==> src/rtl/traffic_conflict_monitor_pkg.sv <==
// -----------------------------------------------------------------------------
// traffic_conflict_monitor_pkg
// Shared definitions for the traffic conflict monitor:
//   - lamp bit positions inside a 3-bit lamp vector
//   - lamp FSM state encoding
//   - fault codes (1 = highest priority, 5 = lowest)
//   - seven-segment digit patterns (bit0 = a ... bit6 = g, active-high)
//   - small helpers for lamp vector classification and FSM move legality
// -----------------------------------------------------------------------------
package traffic_conflict_monitor_pkg;

    localparam logic [6:0] MAX_COUNT_DEFAULT = 7'd99;

    localparam int unsigned LAMP_RED    = 2;
    localparam int unsigned LAMP_YELLOW = 1;
    localparam int unsigned LAMP_GREEN  = 0;

    typedef enum logic [1:0] {
        ST_UNKNOWN = 2'd0,
        ST_GREEN   = 2'd1,
        ST_YELLOW  = 2'd2,
        ST_RED     = 2'd3
    } lamp_state_t;

    typedef enum logic [2:0] {
        FC_NONE     = 3'd0,
        FC_LAMP     = 3'd1,
        FC_CONFLICT = 3'd2,
        FC_SEGMENT  = 3'd3,
        FC_STEP     = 3'd4,
        FC_SEQUENCE = 3'd5
    } fault_code_t;

    localparam logic [6:0] SEG_BLANK = 7'h00;
    localparam logic [6:0] SEG_0     = 7'h3F;
    localparam logic [6:0] SEG_1     = 7'h06;
    localparam logic [6:0] SEG_2     = 7'h5B;
    localparam logic [6:0] SEG_3     = 7'h4F;
    localparam logic [6:0] SEG_4     = 7'h66;
    localparam logic [6:0] SEG_5     = 7'h6D;
    localparam logic [6:0] SEG_6     = 7'h7D;
    localparam logic [6:0] SEG_7     = 7'h07;
    localparam logic [6:0] SEG_8     = 7'h7F;
    localparam logic [6:0] SEG_9     = 7'h6F;

    // Exactly one lamp lit.
    function automatic logic lamp_onehot(input logic [2:0] lamps);
        return (lamps == 3'b001) || (lamps == 3'b010) || (lamps == 3'b100);
    endfunction

    // Lamp vector to FSM state; anything not one-hot is UNKNOWN.
    function automatic lamp_state_t lamp_to_state(input logic [2:0] lamps);
        lamp_state_t st;
        if (!lamp_onehot(lamps)) begin
            st = ST_UNKNOWN;
        end else if (lamps[LAMP_RED]) begin
            st = ST_RED;
        end else if (lamps[LAMP_YELLOW]) begin
            st = ST_YELLOW;
        end else begin
            st = ST_GREEN;
        end
        return st;
    endfunction

    // GREEN->YELLOW->RED->GREEN, holding, and leaving UNKNOWN are legal.
    function automatic logic legal_move(input lamp_state_t cur_s, input lamp_state_t nxt_s);
        logic ok;
        if ((cur_s == ST_UNKNOWN) || (cur_s == nxt_s)) begin
            ok = 1'b1;
        end else begin
            case (cur_s)
                ST_GREEN:  ok = (nxt_s == ST_YELLOW);
                ST_YELLOW: ok = (nxt_s == ST_RED);
                ST_RED:    ok = (nxt_s == ST_GREEN);
                default:   ok = 1'b1;
            endcase
        end
        return ok;
    endfunction

endpackage

==> src/rtl/traffic_conflict_monitor_if.sv <==
// -----------------------------------------------------------------------------
// traffic_conflict_monitor_if
// Bundle between the traffic light controller side (master: drives lamps,
// displays and clear) and the monitor (slave: returns decoded counts and the
// latched fault).
//   row/column_traffic_lights [2:0]  lamps, bit2 red, bit1 yellow, bit0 green
//   row/column_display       [13:0]  [13:7] tens, [6:0] ones, gfedcba
//   clear                            synchronous fault clear
//   row/column_count          [6:0]  decoded countdown (0 when invalid/blank)
//   row/column_count_valid           display decoded to a legal number
//   fault, fault_code         [2:0]  latched first fault
// -----------------------------------------------------------------------------
interface traffic_conflict_monitor_if;
    logic [2:0]  row_traffic_lights;
    logic [2:0]  column_traffic_lights;
    logic [13:0] row_display;
    logic [13:0] column_display;
    logic        clear;
    logic [6:0]  row_count;
    logic [6:0]  column_count;
    logic        row_count_valid;
    logic        column_count_valid;
    logic        fault;
    logic [2:0]  fault_code;

    modport master (
        output row_traffic_lights, column_traffic_lights, row_display, column_display, clear,
        input  row_count, column_count, row_count_valid, column_count_valid, fault, fault_code
    );

    modport slave (
        input  row_traffic_lights, column_traffic_lights, row_display, column_display, clear,
        output row_count, column_count, row_count_valid, column_count_valid, fault, fault_code
    );
endinterface

==> src/rtl/traffic_conflict_monitor_segment_to_bcd.sv <==
// -----------------------------------------------------------------------------
// segment_to_bcd
// Combinational decode of one seven-segment pattern.
//   i_seg   [6:0]  pattern, bit0 = a ... bit6 = g
//   o_digit [3:0]  decoded digit (0 when not legal)
//   o_legal        pattern is one of the ten digits
//   o_blank        pattern is all segments off
// -----------------------------------------------------------------------------
module segment_to_bcd
    import traffic_conflict_monitor_pkg::*;
(
    input  logic [6:0] i_seg,
    output logic [3:0] o_digit,
    output logic       o_legal,
    output logic       o_blank
);

    // Pattern lookup; any unlisted pattern is neither a digit nor blank.
    always_comb begin
        o_digit = 4'd0;
        o_legal = 1'b1;
        o_blank = 1'b0;
        case (i_seg)
            SEG_0: o_digit = 4'd0;
            SEG_1: o_digit = 4'd1;
            SEG_2: o_digit = 4'd2;
            SEG_3: o_digit = 4'd3;
            SEG_4: o_digit = 4'd4;
            SEG_5: o_digit = 4'd5;
            SEG_6: o_digit = 4'd6;
            SEG_7: o_digit = 4'd7;
            SEG_8: o_digit = 4'd8;
            SEG_9: o_digit = 4'd9;
            SEG_BLANK: begin
                o_legal = 1'b0;
                o_blank = 1'b1;
            end
            default: o_legal = 1'b0;
        endcase
    end

endmodule

==> src/rtl/traffic_conflict_monitor.sv <==
// -----------------------------------------------------------------------------
// traffic_conflict_monitor
// Independent checker on the controller's lamp and display outputs.
//   clock  rising-edge system clock
//   reset  asynchronous active-low reset
//   bus    traffic_conflict_monitor_if.slave (lamps, displays, clear in;
//          decoded counts, valid flags, fault, fault_code out)
// Inputs are captured into a sample stage; checks compare the sample against
// the previous sample, which is held in decoded form (r_count/r_valid) and as
// the lamp FSM state. Outputs are registered one edge after the sample, giving
// two cycles from input change to output.
// -----------------------------------------------------------------------------
module traffic_conflict_monitor
    import traffic_conflict_monitor_pkg::*;
#(
    parameter logic [6:0] MAX_COUNT = MAX_COUNT_DEFAULT
) (
    input  logic                          clock,
    input  logic                          reset,
    traffic_conflict_monitor_if.slave     bus
);

    localparam int DIR_ROW = 0;
    localparam int DIR_COL = 1;

    // sample stage
    logic [1:0][2:0]  r_s_lamp;
    logic [1:0][13:0] r_s_disp;
    logic             r_s_clear;
    logic [1:0]       r_warm;

    // lamp FSMs
    lamp_state_t r_state      [2];
    lamp_state_t w_next_state [2];
    logic [1:0]  w_onehot;
    logic [1:0]  w_changed;
    logic [1:0]  w_bad_move;

    // display decode
    logic [1:0][3:0] w_tens_digit;
    logic [1:0][3:0] w_ones_digit;
    logic [1:0]      w_tens_legal;
    logic [1:0]      w_ones_legal;
    logic [1:0]      w_tens_blank;
    logic [1:0]      w_ones_blank;
    logic [1:0][6:0] w_two_digit;
    logic [1:0][6:0] w_cur_count;
    logic [1:0]      w_cur_valid;
    logic [1:0]      w_seg_bad;
    logic [1:0]      w_bad_step;

    // fault selection and latch
    logic        w_lamp_chk;
    fault_code_t w_code;
    logic        w_fault_next;
    logic [2:0]  w_code_next;

    // output registers (also the previous decoded sample)
    logic [1:0][6:0] r_count;
    logic [1:0]      r_valid;
    logic            r_fault;
    logic [2:0]      r_fault_code;

    for (genvar g = 0; g < 2; g++) begin : g_dec
        segment_to_bcd u_tens (
            .i_seg   (r_s_disp[g][13:7]),
            .o_digit (w_tens_digit[g]),
            .o_legal (w_tens_legal[g]),
            .o_blank (w_tens_blank[g])
        );
        segment_to_bcd u_ones (
            .i_seg   (r_s_disp[g][6:0]),
            .o_digit (w_ones_digit[g]),
            .o_legal (w_ones_legal[g]),
            .o_blank (w_ones_blank[g])
        );
    end

    // Sample stage: capture every input once before any checking.
    always_ff @(posedge clock or negedge reset) begin
        if (!reset) begin
            r_s_lamp  <= '0;
            r_s_disp  <= '0;
            r_s_clear <= 1'b0;
        end else begin
            r_s_lamp[DIR_ROW] <= bus.row_traffic_lights;
            r_s_lamp[DIR_COL] <= bus.column_traffic_lights;
            r_s_disp[DIR_ROW] <= bus.row_display;
            r_s_disp[DIR_COL] <= bus.column_display;
            r_s_clear         <= bus.clear;
        end
    end

    // Warm-up counter: the first two samples after reset are the reset
    // values and the first captured input, so lamp checks wait for it.
    always_ff @(posedge clock or negedge reset) begin
        if (!reset) begin
            r_warm <= 2'd0;
        end else if (r_warm != 2'd2) begin
            r_warm <= r_warm + 2'd1;
        end else begin
            r_warm <= r_warm;
        end
    end

    // Lamp FSM state register, one per direction.
    always_ff @(posedge clock or negedge reset) begin
        if (!reset) begin
            r_state[DIR_ROW] <= ST_UNKNOWN;
            r_state[DIR_COL] <= ST_UNKNOWN;
        end else begin
            r_state[DIR_ROW] <= w_next_state[DIR_ROW];
            r_state[DIR_COL] <= w_next_state[DIR_COL];
        end
    end

    // Lamp FSM next state: follows the sampled lamps, even across illegal moves.
    always_comb begin
        for (int d = 0; d < 2; d++) begin
            w_next_state[d] = lamp_to_state(r_s_lamp[d]);
        end
    end

    // Lamp FSM outputs: one-hot check, state change, illegal move.
    always_comb begin
        w_onehot   = '0;
        w_changed  = '0;
        w_bad_move = '0;
        for (int d = 0; d < 2; d++) begin
            w_onehot[d]   = lamp_onehot(r_s_lamp[d]);
            w_changed[d]  = (w_next_state[d] != r_state[d]);
            w_bad_move[d] = w_onehot[d] && !legal_move(r_state[d], w_next_state[d]);
        end
    end

    // Display decode: blank, tens-blank single digit, or two legal digits.
    always_comb begin
        w_two_digit = '0;
        w_cur_count = '0;
        w_cur_valid = '0;
        w_seg_bad   = '0;
        for (int d = 0; d < 2; d++) begin
            // tens*10 + ones as (tens<<3)+(tens<<1)+ones; max 99 fits in 7 bits
            w_two_digit[d] = ({3'b000, w_tens_digit[d]} << 3) + ({3'b000, w_tens_digit[d]} << 1)
                           + {3'b000, w_ones_digit[d]};
            if (w_tens_blank[d] && w_ones_blank[d]) begin
                w_cur_valid[d] = 1'b0;
            end else if (w_tens_blank[d] && w_ones_legal[d]) begin
                w_cur_count[d] = {3'b000, w_ones_digit[d]};
                w_cur_valid[d] = 1'b1;
            end else if (w_tens_legal[d] && w_ones_legal[d] && (w_two_digit[d] <= MAX_COUNT)) begin
                w_cur_count[d] = w_two_digit[d];
                w_cur_valid[d] = 1'b1;
            end else begin
                w_seg_bad[d] = 1'b1;
            end
        end
    end

    // Countdown step check against the previous decoded value.
    always_comb begin
        w_bad_step = '0;
        for (int d = 0; d < 2; d++) begin
            if (r_valid[d] && w_cur_valid[d]) begin
                w_bad_step[d] = !((w_cur_count[d] == r_count[d]) ||
                                  (w_cur_count[d] == r_count[d] - 7'd1) ||
                                  (r_count[d] == 7'd0) ||
                                  w_changed[d]);
            end else begin
                w_bad_step[d] = 1'b0;
            end
        end
    end

    // Fault priority: lamp shape, conflict, segments, step, sequence.
    always_comb begin
        w_lamp_chk = (r_warm == 2'd2);
        if (w_lamp_chk && !(&w_onehot)) begin
            w_code = FC_LAMP;
        end else if (w_lamp_chk && !r_s_lamp[DIR_ROW][LAMP_RED] && !r_s_lamp[DIR_COL][LAMP_RED]) begin
            w_code = FC_CONFLICT;
        end else if (|w_seg_bad) begin
            w_code = FC_SEGMENT;
        end else if (|w_bad_step) begin
            w_code = FC_STEP;
        end else if (w_lamp_chk && (|w_bad_move)) begin
            w_code = FC_SEQUENCE;
        end else begin
            w_code = FC_NONE;
        end
    end

    // Fault latch: first fault sticks; clear releases it unless a new fault
    // arrives in the same cycle.
    always_comb begin
        if ((w_code != FC_NONE) && (!r_fault || r_s_clear)) begin
            w_fault_next = 1'b1;
            w_code_next  = w_code;
        end else if (r_s_clear) begin
            w_fault_next = 1'b0;
            w_code_next  = 3'd0;
        end else begin
            w_fault_next = r_fault;
            w_code_next  = r_fault_code;
        end
    end

    // Output registers.
    always_ff @(posedge clock or negedge reset) begin
        if (!reset) begin
            r_count      <= '0;
            r_valid      <= '0;
            r_fault      <= 1'b0;
            r_fault_code <= 3'd0;
        end else begin
            r_count      <= w_cur_count;
            r_valid      <= w_cur_valid;
            r_fault      <= w_fault_next;
            r_fault_code <= w_code_next;
        end
    end

    assign bus.row_count          = r_count[DIR_ROW];
    assign bus.column_count       = r_count[DIR_COL];
    assign bus.row_count_valid    = r_valid[DIR_ROW];
    assign bus.column_count_valid = r_valid[DIR_COL];
    assign bus.fault              = r_fault;
    assign bus.fault_code         = r_fault_code;

endmodule

==> src/flat_wrapper.sv <==
// flat-port wrapper written by rule: the top's interface ports become plain ports
module traffic_conflict_monitor_flat import traffic_conflict_monitor_pkg::*;
#(
    parameter logic [6:0] MAX_COUNT = MAX_COUNT_DEFAULT
)
  (clock, reset, bus_row_traffic_lights, bus_column_traffic_lights, bus_row_display, bus_column_display, bus_clear, bus_row_count, bus_column_count, bus_row_count_valid, bus_column_count_valid, bus_fault, bus_fault_code);
  traffic_conflict_monitor_if bus_i ();
  input  logic clock;
  input  logic reset;
  input wire logic [$bits(bus_i.row_traffic_lights)-1:0] bus_row_traffic_lights;
  input wire logic [$bits(bus_i.column_traffic_lights)-1:0] bus_column_traffic_lights;
  input wire logic [$bits(bus_i.row_display)-1:0] bus_row_display;
  input wire logic [$bits(bus_i.column_display)-1:0] bus_column_display;
  input wire logic [$bits(bus_i.clear)-1:0] bus_clear;
  output wire logic [$bits(bus_i.row_count)-1:0] bus_row_count;
  output wire logic [$bits(bus_i.column_count)-1:0] bus_column_count;
  output wire logic [$bits(bus_i.row_count_valid)-1:0] bus_row_count_valid;
  output wire logic [$bits(bus_i.column_count_valid)-1:0] bus_column_count_valid;
  output wire logic [$bits(bus_i.fault)-1:0] bus_fault;
  output wire logic [$bits(bus_i.fault_code)-1:0] bus_fault_code;
  assign bus_i.row_traffic_lights = bus_row_traffic_lights;
  assign bus_i.column_traffic_lights = bus_column_traffic_lights;
  assign bus_i.row_display = bus_row_display;
  assign bus_i.column_display = bus_column_display;
  assign bus_i.clear = bus_clear;
  assign bus_row_count = bus_i.row_count;
  assign bus_column_count = bus_i.column_count;
  assign bus_row_count_valid = bus_i.row_count_valid;
  assign bus_column_count_valid = bus_i.column_count_valid;
  assign bus_fault = bus_i.fault;
  assign bus_fault_code = bus_i.fault_code;
  traffic_conflict_monitor #(.MAX_COUNT(MAX_COUNT)) u_core (.clock(clock), .reset(reset), .bus(bus_i));
endmodule
==> config.mk <==
export PLATFORM = sky130hd
export DESIGN_NAME = traffic_conflict_monitor_flat
export DESIGN_NICKNAME = d
export VERILOG_FILES = /design/src/rtl/traffic_conflict_monitor_pkg.sv /design/src/rtl/traffic_conflict_monitor_if.sv /design/src/rtl/traffic_conflict_monitor_segment_to_bcd.sv /design/src/rtl/traffic_conflict_monitor.sv /design/src/flat_wrapper.sv
export SDC_FILE = /design/constraint.sdc
export NUM_CORES = 1
export LEC_CHECK = 0
export BUFFER_PORTS_ARGS = -buffer_cell sky130_fd_sc_hd__buf_4
export CAP_MARGIN = 0
export CORE_MARGIN = 5
export CORE_UTILIZATION = 35
export DETAILED_ROUTE_END_ITERATION = 7
export GPL_TIMING_DRIVEN = 0
export SYNTH_ARGS = -nofsm -noshare
export SYNTH_HDL_FRONTEND = slang
export SYNTH_HIERARCHICAL = 1
export SYNTH_SLANG_ARGS = --single-unit
==> constraint.sdc <==
create_clock -name clock -period 5.36 [get_ports clock]
set_input_delay 0.268 -clock clock [delete_from_list [all_inputs] [get_ports clock]]
set_output_delay 0.268 -clock clock [all_outputs]
set_load 0.005 [all_outputs]
==> impl_metrics.tcl, run 1 <==
set metrics [dict create \
    relSlewSlack_pct 23.95 \
    drt_iter0_markers 233 \
    outcome "finished clean" \
    crit_path_start_kind "flop" \
    ys.warnings.count 6 \
    yosys.cell_types.count 71 \
    ys_ff_latch 61 \
    synth.top_cells.by_count "61 x dfrtp_1, 41 x nor2_1, 32 x nand2_1, 23 x o21ai_0, 20 x xnor2_1" \
    critPathRequiredTime_ns 5.59 \
    synth_ff_type "dfrtp_1" \
    grt_start_max_net_pins 62 \
    syn-mean-instance-area_sq_um 9.315 \
    nFillCells 1173 \
    first_global_vias 3752 \
    core-area_sq_um 12010 \
    cp_cell_sequence "buf_6 > or2_1 > or3b_1 > a21oi_1 > ha_1 > ha_1 > inv_1 > fa_1 > nand2b_1 > o2bb2ai_1 > xnor2_1 > a31oi_1 > a32oi_1 > a2111oi_0 > a2111oi_0 > a211oi_2 > a21o_1" \
    start_util_pct 35.75 \
    routedWlPerCell_microns 15.32 \
    place_congestion 0.8300 \
    criticalPathCategory "flop to flop" \
    synth_area_sq_um 4294 \
    synth_area_leaders "dfrtp_1 36%, ha_1 5.0%, xnor2_1 4.1%" \
    syn_nets 519 \
    arrival_ns 5.27 \
    routed_wl_mm 10.42 \
    cp_max_fo 8 \
    setup_viol 0 \
    synth_top_area_share_pct 35.55 \
    dp.cells 664 \
    grt_usage_pct 15.06 \
    power.density_nw_per_um2 230.3 \
    yosys.area.top_type "dfrtp_1" \
    drc 0 \
    clockBufferDepth 2 \
    insertion_delay_ns 0.33 \
    critical-path-top-delay-family "compound AO/OA/AOI/OAI gates" \
    crit_buf_inv 2 \
    dr_total_vias 3773 \
    io_pins 57 \
    dp_hpwl_mm 7.914 \
    die_w_microns 120.8 \
    io_buffers 56 \
    diodes 0 \
    hp-class "input pin to async pin" \
    netlist_instances 461 \
    antenna_found_initial 0 \
    finalMaxSlewViolations 0 \
    ant_nets 0 \
    slowest_delay_ns 0.82 \
    period_needed_ns 5.046 \
    slowest_stage "a2111oi_0" \
    fin_worst_skew_ns 0.005647 \
    synth-async-reset-ratio_pct 100.0 \
    leakage_nw 2.277 \
    cap_violations 0 \
    rsz0062_at_grt "no" \
    cts-root-buf "clkbuf_16" \
    grt_pass1_wl_mm 17.55 \
    drt-vias-per-instance 5.549 \
    cts_tree "built" \
    overflow 0 \
    hold_viol 0 \
    cts.sinks 61 \
    area_growth_syn_to_layout_pct 21.10 \
    worstMarginPinSlew_ns 1.130 \
    cts-htree-levels 3 \
    cts_post_setup_buffers_inserted 0 \
    path_clk_slew_ns 0.06 \
    dieArea_sq_um 14580 \
    ys_seq_area_share_pct 35.55 \
    synth_edf_count 0 \
    endpoint_kind "flop" \
    yosysMostFrequentCell "dfrtp_1" \
    instances_no_fill 680 \
    cts_inserted_buffers 9 \
    drive_gt1_share_pct 17.45 \
    die_y_microns 120.8 \
    post_cts_resized 0 \
    holdBufCountCts 0 \
    drtPass1Iterations 4 \
    rows 40 \
    max_freq_mhz 198.2 \
    fin_crit_sh_pct 94.15 \
    layout.nets 586 \
    ir_drop_mv 0.1519 \
    tns_ns 0 \
]
-- per-layer routing --
layer	vias to the layer above	GRT usage [%]	wire (microns)
met5	-	0	0
met4	0	6.161	199
met3	13	4.584	463
met2	76	24.80	4946
met1	1809	18.34	4807
li1	1875	-	-
-- metrics by stage --
step / power [mW] / util (%) / setup WS (ns) / hold WS [ns] / cell area (sq um)
floorplan: 0.5674 / - / 1.045 / -0.02759 / 4294
global placement: 0.6133 / 40.78 / 0.4643 / 0.3774 / 4898
detailed placement: 0.6181 / 40.78 / 0.3970 / 0.3786 / 4898
CTS: 1.222 / 43.29 / 0.3713 / 0.01482 / 5200
global route: 1.252 / 43.29 / 0.01552 / 0.01344 / 5200
finish: 1.198 / 43.29 / 0.3135 / 0.02052 / 5200
-- worst paths after layout --
path | startpoint | to | slack [ns] | depth (start not counted)
worst max-delay path | u_core/r_s_disp[12]$_DFF_PN0_ | u_core/bus.fault_code[1]$_DFFE_PN0P_ | 0.31 | 17
worst min-delay path | reset | u_core/bus.column_count[5]$_DFF_PN0_ | 0.02 | 1
min in group clock | bus_row_display[9] | u_core/r_s_disp[9]$_DFF_PN0_ | 0.04 | 1
worst max register to register | u_core/r_s_disp[12]$_DFF_PN0_ | u_core/bus.fault_code[1]$_DFFE_PN0P_ | 0.31 | 17
worst min register to register | u_core/r_warm[0]$_DFFE_PN0P_ | u_core/r_warm[0]$_DFFE_PN0P_ | 0.47 | 1
max in group asynchronous | reset | u_core/bus.row_count[4]$_DFF_PN0_ | 4.83 | 1
-- cells by family after synthesis --
| group | count (synthesis) | share of synthesized area, % |
|---|---|---|
| adder cells (fa/ha/maj) | 21 | 6.818 |
| multiplexers | 7 | 1.661 |
| AND/OR/NAND/NOR | 186 | 23.98 |
| AO/OA/AOI/OAI | 118 | 20.19 |
| buffers and inverters | 28 | 3.322 |
| flip-flops | 61 | 35.55 |
| XOR/XNOR | 40 | 8.479 |
-- final cells by class --
class | count | area [sq um] | area share [%]
Tap cell | 147 | 183.9 | 3.537
Timing Repair Buffer | 56 | 420.4 | 8.085
Clock inverter | 6 | 62.56 | 1.203
Inverter | 19 | 71.32 | 1.372
Multi-Input combinational cell | 372 | 2625 | 50.48
Sequential cell | 61 | 1526 | 29.36
Buffer | 9 | 71.32 | 1.372
Clock buffer | 10 | 239.0 | 4.596
-- state kept, by name, indices dropped and copies added, names as in the netlist, 2 cells and up --
name / cells
u_core/r_s_lamp: 6
u_core/r_s_disp: 28
u_core/r_state: 4
u_core/bus.column_count: 7
u_core/bus.fault_code: 3
u_core/r_valid: 2
u_core/bus.row_count: 7
u_core/r_warm: 2
-- where the power goes --
group | total, mW | switching [mW] | internal, mW
clock network | 0.587 | 0.217 | 0.370
registers | 0.503 | 0.0248 | 0.478
logic | 0.108 | 0.0555 | 0.0524
total | 1.20 | 0.297 | 0.901
-- cell usage in the layout, fill, tap and decap left out, types with 6 or more instances in the layout --
| master | instances |
|---|---|
| nand3_1 | 11 |
| and3_1 | 6 |
| o2111ai_1 | 10 |
| o21ai_0 | 23 |
| o31ai_1 | 7 |
| nand2b_1 | 13 |
| nor3_1 | 10 |
| a21oi_1 | 17 |
| ha_1 | 17 |
| nor3b_1 | 8 |
| xnor2_1 | 20 |
| nor2_1 | 41 |
| buf_4 | 56 |
| a21o_1 | 8 |
| nand4_1 | 9 |
| nor4_1 | 14 |
| clkbuf_16 | 9 |
| mux2i_1 | 6 |
| dfrtp_1 | 61 |
| xor2_1 | 19 |
| inv_1 | 19 |
| nand2_1 | 32 |
(Power assumes the default switching activity.)
==> inputs of run 2 (changes only) <==
--- a/config.mk
+++ b/config.mk
@@ -11,6 +11,7 @@
 export CORE_UTILIZATION = 35
 export DETAILED_ROUTE_END_ITERATION = 7
 export GPL_TIMING_DRIVEN = 0
+export RECOVER_POWER = 50
 export SYNTH_ARGS = -nofsm -noshare
 export SYNTH_HDL_FRONTEND = slang
 export SYNTH_HIERARCHICAL = 1
==> run 2 against run 1 <==
The run now ends with max-capacitance violations, max-slew violations left. Register-to-register slack about the same. Setup slack hardly changed. Final area fell by 0.22%. Cell count stayed put. Critical path type unchanged.
==> impl_metrics.tcl, run 2 (synthesis gave the netlist of run 1 again) <==
set metrics [dict create \
    rsz0062_at_grt "no" \
    top_register "u_core/r_s_disp" \
    grt_pass1_wl_mm 17.55 \
    antenna_found_initial 0 \
    final_cell_mix "61 x dfrtp_1, 41 x nor2_1, 33 x clkbuf_4, 32 x nand2_1, 23 x o21ai_0" \
    start_util_pct 35.75 \
    io_buffers 56 \
    whs_path_depth 1 \
    cts-htree-levels 3 \
    die_w_microns 120.8 \
    max_freq_mhz 198.2 \
    area_growth_syn_to_layout_pct 20.83 \
    first_global_vias 3752 \
    routed_wl_mm 10.39 \
    overflow 0 \
    pre_cts_ws_ns 0.3970 \
    crit_path_start_kind "flop" \
    leakage_nw 2.259 \
    cap_violations 1 \
    critPathRequiredTime_ns 5.59 \
    grt_start_max_net_pins 62 \
    cts_tree "built" \
    relSlewSlack_pct -121.6 \
    violations "max-capacitance violations, max-slew violations" \
    finalMaxSlewViolations 62 \
    tns_ns 0 \
    arrival_ns 5.27 \
    drive_gt1_share_pct 16.89 \
    ant_nets 0 \
    drt_iter0_markers 271 \
    dpl-instance-area_sq_um 4898 \
    cts_post_setup_buffers_inserted 0 \
    instances_no_fill 680 \
    routedWlPerCell_microns 15.28 \
    fin_area_sq_um 5189 \
    largest_reg_flops 28 \
    path_clk_slew_ns 0.05 \
    p_int_mw 0.8985 \
    dp_hpwl_mm 7.914 \
    period_needed_ns 5.046 \
    ir_drop_mv 0.1513 \
    dp.cells 664 \
    dr_total_vias 3786 \
    cp_max_fo 8 \
    cts_inserted_buffers 9 \
    worstMarginPinSlew_ns 3.324 \
    cts.sinks 61 \
    switchingPower_mw 0.2972 \
    clock_power_share_pct 49.1 \
    core-area_sq_um 12010 \
    setup_viol 0 \
    io_pins 57 \
    criticalPathCategory "flop to flop" \
    die_y_microns 120.8 \
    post_cts_resized 0 \
    fin_crit_sh_pct 94.15 \
    cts-root-buf "clkbuf_16" \
    drtPass1Iterations 4 \
    clockBufferDepth 2 \
    layout_setup_ws_ns 0.3138 \
    drc 0 \
    dieArea_sq_um 14580 \
    rows 40 \
    endpoint_kind "flop" \
    hold_viol 0 \
    drt-vias-per-instance 5.568 \
    r2r_cells 17 \
    outcome "finished, violations left" \
    insertion_delay_ns 0.34 \
    power.density_nw_per_um2 230.4 \
    diodes 0 \
    seqPwrFrac_pct 42.0 \
    layout.nets 586 \
    hp-class "input pin to flop" \
    fin_worst_skew_ns 0.005695 \
    nFillCells 1179 \
    final_common_cell "dfrtp_1" \
    combPwrFrac_pct 8.8 \
    netSwitchingFraction_pct 24.86 \
    grt_usage_pct 15.06 \
    place_congestion 0.8300 \
    holdBufCountCts 0 \
]
run 2: cell types whose count changed in the layout (fill, tap and decap cells not counted), sizes merged:
cell | before | now
buf | 61 | 25
clkbuf | 14 | 50
run 2: path summary, 6_finish.rpt:
kind	start	slack, ns	to
max in group asynchronous	reset	2.44	u_core/bus.row_count[4]$_DFF_PN0_
min reg2reg	u_core/r_warm[0]$_DFFE_PN0P_	0.47	u_core/r_warm[0]$_DFFE_PN0P_
min	bus_row_display[9]	0.06	u_core/r_s_disp[9]$_DFF_PN0_
min in group asynchronous	reset	1.05	u_core/bus.column_count[5]$_DFF_PN0_
max reg2reg	u_core/r_s_disp[12]$_DFF_PN0_	0.31	u_core/bus.fault_code[1]$_DFFE_PN0P_
max	u_core/r_s_disp[12]$_DFF_PN0_	0.31	u_core/bus.fault_code[1]$_DFFE_PN0P_
run 2: area by class of cell:
class | count | area, sq um | share of cell area, %
Timing Repair Buffer | 56 | 409.1 | 7.885
Multi-Input combinational cell | 372 | 2625 | 50.59
Buffer | 9 | 71.32 | 1.374
Clock inverter | 6 | 62.56 | 1.206
Clock buffer | 10 | 239.0 | 4.606
Tap cell | 147 | 183.9 | 3.545
Inverter | 19 | 71.32 | 1.374
Sequential cell | 61 | 1526 | 29.42
run 2: worst max-delay path: stages, from the launching register on:
cell	delay [ns]
dfrtp_1	0.37
buf_6	0.13
or2_1	0.24
or3b_1	0.35
a21oi_1	0.30
ha_1	0.21
ha_1	0.17
inv_1	0.06
fa_1	0.40
nand2b_1	0.16
o2bb2ai_1	0.17
xnor2_1	0.52
a31oi_1	0.30
a32oi_1	0.29
a2111oi_0	0.13
a2111oi_0	0.82
a211oi_2	0.12
a21o_1	0.20
run 2: power groups by stage:
stage                     Sequential (mW)  Clock (mW)  Combinational, mW
final                               0.503       0.587              0.106
after global routing                0.506       0.626              0.118
after CTS                           0.502       0.611              0.109
after detailed placement            0.510           0              0.108
after global placement              0.508           0              0.105
after floorplan                     0.504           0             0.0638
run 2: through the flow:
stage	hold slack, ns	power, mW	utilization [%]
after floorplan	-0.02759	0.5674	-
after global placement	0.3774	0.6133	40.78
after detailed placement	0.3786	0.6181	40.78
after CTS	0.01482	1.222	43.29
after global routing	0.03639	1.250	43.20
final	0.05832	1.196	43.20
run 2: per-layer routing:
layer	GRT usage (%)	part of all wire [%]	vias to the layer above
met1	18.34	46	1818
li1	-	-	1875
met5	0	0	-
met3	4.584	4.8	15
met2	24.80	47	78
met4	6.161	2.2	0
